==> src/rtl/wb_arbiter.sv <==
// wb_arbiter: arbitrates ALU/CALL and load writebacks onto a single
// register-file write port. ALU requests are buffered in a 2-entry FIFO;
// loads win by default, with a starvation counter forcing the FIFO head
// after STARVE_MAX consecutive load grants, and a same-register check that
// holds loads off until older ALU writes to that register have drained.
// Optional feature: define WB_BYPASS_EN to let an ALU request skip the
// empty FIFO and reach the output register with 1-cycle latency.
module wb_arbiter #(
  parameter int STARVE_MAX = 4
) (
  input  logic        clk,
  input  logic        rst_n,
  input  logic        alu_valid,
  input  logic [3:0]  alu_addr,
  input  logic [15:0] alu_data,
  output logic        alu_ready,
  input  logic        ld_valid,
  input  logic [3:0]  ld_addr,
  input  logic [15:0] ld_data,
  output logic        ld_ready,
  output logic        rf_we,
  output logic [3:0]  rf_addr,
  output logic [15:0] rf_data,
  output logic        busy
);

  localparam int SW = (STARVE_MAX < 1) ? 1 : $clog2(STARVE_MAX + 1);
  localparam logic [SW-1:0] STARVE_LIM = SW'(STARVE_MAX);

  // Registered state mirrors what was written last cycle; IDLE means no write.
  typedef enum logic [1:0] {IDLE, DRAIN, LOAD, FORCE} state_t;
  state_t state;

  logic [1:0][3:0]  fifo_addr;
  logic [1:0][15:0] fifo_data;
  logic             rd_ptr, wr_ptr;
  logic [1:0]       count;
  logic [SW-1:0]    starve;

  logic empty, full, hazard, force_grant;
  logic ld_grant, deq, alu_acc, enq, bypass_go;

  assign empty = (count == 2'd0);
  assign full  = (count == 2'd2);
  assign busy  = !empty;

  // A load may not overtake a buffered ALU write to the same register.
  assign hazard = (!empty && fifo_addr[rd_ptr]  == ld_addr) ||
                  (full   && fifo_addr[~rd_ptr] == ld_addr);

  assign force_grant = (starve == STARVE_LIM) && !empty;

  // Ready outputs are gated by reset so nothing is accepted while held low.
  assign ld_ready  = rst_n && !force_grant && !hazard;
  assign ld_grant  = ld_valid && ld_ready;
  assign deq       = !ld_grant && !empty;
  assign alu_ready = rst_n && (!full || deq);
  assign alu_acc   = alu_valid && alu_ready;

`ifdef WB_BYPASS_EN
  assign bypass_go = alu_acc && empty && !ld_grant;
`else
  assign bypass_go = 1'b0;
`endif

  assign enq   = alu_acc && !bypass_go;
  assign rf_we = (state != IDLE);

  // Grant FSM: picks the single writer for this cycle and registers it.
  always_ff @(posedge clk or negedge rst_n) begin
    if (!rst_n) begin
      state   <= IDLE;
      rf_addr <= 4'h0;
      rf_data <= 16'h0000;
    end else if (ld_grant) begin
      state   <= LOAD;
      rf_addr <= ld_addr;
      rf_data <= ld_data;
    end else if (deq) begin
      state   <= force_grant ? FORCE : DRAIN;
      rf_addr <= fifo_addr[rd_ptr];
      rf_data <= fifo_data[rd_ptr];
    end else if (bypass_go) begin
      state   <= DRAIN;
      rf_addr <= alu_addr;
      rf_data <= alu_data;
    end else begin
      state   <= IDLE;
    end
  end

  // ALU FIFO storage, 1-bit wrapping pointers and occupancy count.
  always_ff @(posedge clk or negedge rst_n) begin
    if (!rst_n) begin
      fifo_addr <= '0;
      fifo_data <= '0;
      rd_ptr    <= 1'b0;
      wr_ptr    <= 1'b0;
      count     <= 2'd0;
    end else begin
      if (enq) begin
        fifo_addr[wr_ptr] <= alu_addr;
        fifo_data[wr_ptr] <= alu_data;
        wr_ptr            <= ~wr_ptr;
      end
      if (deq) rd_ptr <= ~rd_ptr;
      case ({enq, deq})
        2'b10:   count <= count + 2'd1;
        2'b01:   count <= count - 2'd1;
        default: count <= count;
      endcase
    end
  end

  // Starvation counter: counts load grants that bypassed a waiting ALU entry.
  always_ff @(posedge clk or negedge rst_n) begin
    if (!rst_n)                             starve <= '0;
    else if (deq || empty)                  starve <= '0;
    else if (ld_grant && starve != STARVE_LIM) starve <= starve + 1'b1;
  end

endmodule

==> config.mk <==
export PLATFORM = sky130hd
export DESIGN_NAME = wb_arbiter
export DESIGN_NICKNAME = d
export VERILOG_FILES = /design/src/rtl/wb_arbiter.sv
export SDC_FILE = /design/constraint.sdc
export NUM_CORES = 1
export LEC_CHECK = 0
export BUFFER_PORTS_ARGS = -buffer_cell sky130_fd_sc_hd__buf_2
export CAP_MARGIN = 25
export CORE_MARGIN = 2
export CORE_UTILIZATION = 50
export CTS_CLUSTER_DIAMETER = 30
export DETAILED_ROUTE_END_ITERATION = 10
export PLACE_DENSITY = 0.84
export SLEW_MARGIN = 20
export SYNTH_ARGS = -nofsm -noshare
export SYNTH_HDL_FRONTEND = slang
export SYNTH_SLANG_ARGS = --single-unit
==> constraint.sdc <==
create_clock -name clk -period 3.3 [get_ports clk]
set_clock_uncertainty 0.15 [all_clocks]
set_input_delay 0.165 -clock clk [delete_from_list [all_inputs] [get_ports clk]]
set_output_delay 0.165 -clock clk [all_outputs]
set_load 0.01 [all_outputs]
==> flow_summary_export.csv <==
group,metric,value,unit
final_layout,antenna_cells,0,
cts,cts_htree_levels,3,
synth,synth_warnings,0,
sta,slew_violations,0,
pwr,p_seq_share,37.1,%
synth,synth-compound-area-share,6.53,%
setup_path,critPathRequiredTime,3.40,ns
cts,cts_root_buf,"clkbuf_8",
synth,synth_xor_area_share,3.56,%
pwr,power_leakage,2.10,nW
cts,cts_num_sinks,69,
setup_path,cp_max_fo,9,
floorplan,pin_count,68,
global_route,globalRouteTotalUtil,20.7,%
synth,synth_seq_cells,69,
pwr,p_sw,1.40,mW
setup_path,setup.worst_path.start_class,"flop",
synth,syn_area,3410,um2
setup_path,timing.critical_path.to_type,"flop",
job,max_cap_violations,0,
cts,cts_tree,"built",
synth,synth_top_family_by_area,"multiplexers",
sta,period_share,91.5,%
sta,grt_setup_unrepaired,"no",
hold_path,worstHoldPathType,"input port to flop",
synth,synth_most_common_cell,"dfrtp_1",
floorplan,die_width,86.6,um
final_layout,syn_to_final_growth,30.7,%
global_route,grt_pass1_wl,11.8,mm
synth,ys_async_sr_fraction,100,%
pwr,p_comb_share,43.6,%
synth,synth_top_area_share,50.6,%
place,place.detailed.hpwl,4.71,mm
setup_path,worstReg2RegEnd,"count[1]",
cts,clk_latency,0.33,ns
cts,cts_buffers,9,
pwr,ir_drop,0.446,mV
synth,synth_common_cells,"dfrtp_1 (69), mux2_2 (33), mux2i_1 (24)",
pwr,p_sw_share,33.9,%
sta,slew_headroom,56.3,%
sta,fmax,331,MHz
pwr,p_int,2.73,mW
synth,syn_area_per_cell,13.5,um2
floorplan,fp.coreArea,6680,um2
floorplan,die_h,86.6,um
sta,hold_violations,0,
synth,synthSimpleGateAreaFrac,5.39,%
final_layout,seq_area,1730,um2
sta,setup-violations-final,0,
setup_path,critPathArrivalTime,3.12,ns
routing,vias,2372,
synth,synth_edf_count,0,
routing,wl_per_cell,16.0,um
final_layout,multi_input_area,1560,um2
setup_path,cp-startpoint,"rd_ptr",
global_route,grt_pass1_vias,2515,
final_layout,layout.nets,415,
place,port_buffers,67,
global_route,antenna_found_initial,0,
synth,yosysSeqAreaShare,50.6,%
routing,vias_per_cell,5.25,
synth,ys_top_cells_by_area,"dfrtp_1 (51%), mux2_2 (11%), mux2i_1 (7.0%), mux2_4 (7.0%), mux2_1 (3.6%)",
sta,final.setup.worst_slack,0.282,ns
synth,synth_fp_nets,300,
routing,drtAntennaViolNets,0,
global_route,grt_max_degree,55,
cts,path_clk_slew,0.07,ns
synth,synth_top_cell_by_area,"dfrtp_1",
routing,drc,0,
routing,drt_iter0_drc,109,
final_layout,n_fill_cell,465,
run_status,run_status,"completed",
sta,fin_crit,3.02,ns
global_route,overflow,0,
synth,synth_fa_ha_area_share,1.10,%
setup_path,crit_type,"flop to flop",
setup_path,reg2reg_from,"rd_ptr",
floorplan,rows,30,
synth,synth_ff_type,"dfrtp_1",
sta,tightest_slew,0.656,ns
floorplan,initial_core_util,51.0,%
routing,first_pass_iters,4,
cts,cts_buffer_depth,2,
pwr,powerDensity,926,nW/um2
pwr,p_clk_share,19.3,%
setup_path,crit_end,"count[1]",
final_layout,drive_gt1_share,40.1,%
place,dpl_worst_slack,0.386,ns
synth,ys_types,31,
routing,drt-total-wl,7.22,mm
pwr,finalPower,4.13,mW
final_layout,finish.utilization,66.7,%
synth,syn_inst,253,
setup_path,r2r_slack,0.28,ns
place,place_congestion,0.804,
sta,tns,0,ns
setup_path,rr_worst_depth,8,
floorplan,die_area,7500,um2
synth,synthMuxAreaShare,29.0,%
-- what timing repair did --
item | CTS | global route
hold buffers | 41 | 0
hold endpoints to repair | 77 | 0
endpoints found under the setup margin | 0 | 0
setup buffers | 0 | 0
resized for setup | 0 | 0
-- critical path, stage by stage (launching register included) --
cell,delay (ns)
dfrtp_1,0.62
buf_4,0.29
mux2i_1,0.26
xnor2_1,0.13
nor4_4,0.56
o211ai_1,0.24
ha_1,0.37
nor2_1,0.16
xor2_1,0.15
-- placed cells by master (no fill, tap or decap) --
master and instances:
dfrtp_1 69, buf_2 67, dlygate4sd3_1 41, mux2_2 33, mux2i_1 24, nand2_1 18
o21ai_0 16, mux2_4 16, mux2_1 11, xnor2_1 10, clkbuf_8 9, buf_4 8
nor2_1 7, inv_1 5, and3_1 4, a21oi_1 4, ha_1 3, bufinv_16 3
o41ai_4 2, nor3b_1 2, o21ai_2 2, xor2_1 2, clkinv_2 2, nor2_2 1
mux2i_2 1, xnor2_2 1, and3b_1 1, nor4_4 1, o31ai_1 1, nor4bb_1 1
a211oi_1 1, or2_2 1, a211oi_4 1, o21bai_1 1, o211ai_1 1, clkbuf_1 1
buf_12 1
-- layer usage --
layer  GRT usage, %  part of all wire (%)  routed length [um]  vias to the layer above
met3           3.90                   3.0                 213                       10
met4           9.09                   1.6                 113                        0
met1           25.6                    43                3130                     1185
li1               -                     -                   -                     1123
met2           35.5                    52                3760                       54
met5              0                     0                   0                        -
-- area by class of cell --
cell class | count | share of cell area, %
repair buffers | 117 | 18.5
well taps | 80 | 2.25
clock inverters | 5 | 2.25
flip-flops and latches | 69 | 38.7
inverters | 5 | 0.421
clock buffers | 10 | 2.86
multi-input cells | 166 | 35.0
-- worst min-delay path by stage --
stage | from | to | slack (ns) | cells after the start
2_1_floorplan | rst_n | count[0] | -0.28 | 0
3_3_place_gp | rst_n | rf_addr[3] | -0.01 | 1
3_5_place_dp | rst_n | rf_addr[3] | 0.0006 | 1
4_1_cts | alu_valid | wr_ptr | 0.05 | 3
5_1_grt | alu_valid | wr_ptr | 0.07 | 3
6_report | alu_valid | wr_ptr | 0.07 | 3
-- kinds of logic after synthesis --
kind of cell / count (synthesis)
xor+xnor: 13
simple gates: 36
compound gates: 29
mux: 85
fa+ha+maj: 3
buf+inv: 18
flops: 69
-- through the flow --
stage	hold slack, ns	std cells	area (um2)
floorplan	-0.281	253	3410
global placement	-0.0106	396	3820
detailed placement	0.000616	396	3820
CTS	0.0510	452	4460
global route	0.0731	452	4460
finish	0.0651	452	4460
-- registers in the layout, summed over array words and instances (netlist names) --
register	flops
fifo_addr	8
rf_addr	4
rf_data	16
fifo_data	32
count	2
rd_ptr	1
wr_ptr	1
starve	3
state	2
-- power by group through the flow --
stage / clock, mW / sequential (mW) / combinational (mW)
3_3_place_gp: 0 / 1.52 / 1.69
2_1_floorplan: 0 / 1.52 / 1.33
5_1_grt: 0.848 / 1.58 / 1.96
4_1_cts: 0.811 / 1.53 / 1.80
6_report: 0.796 / 1.53 / 1.80
3_5_place_dp: 0 / 1.54 / 1.74
(Power assumes the default switching activity.)
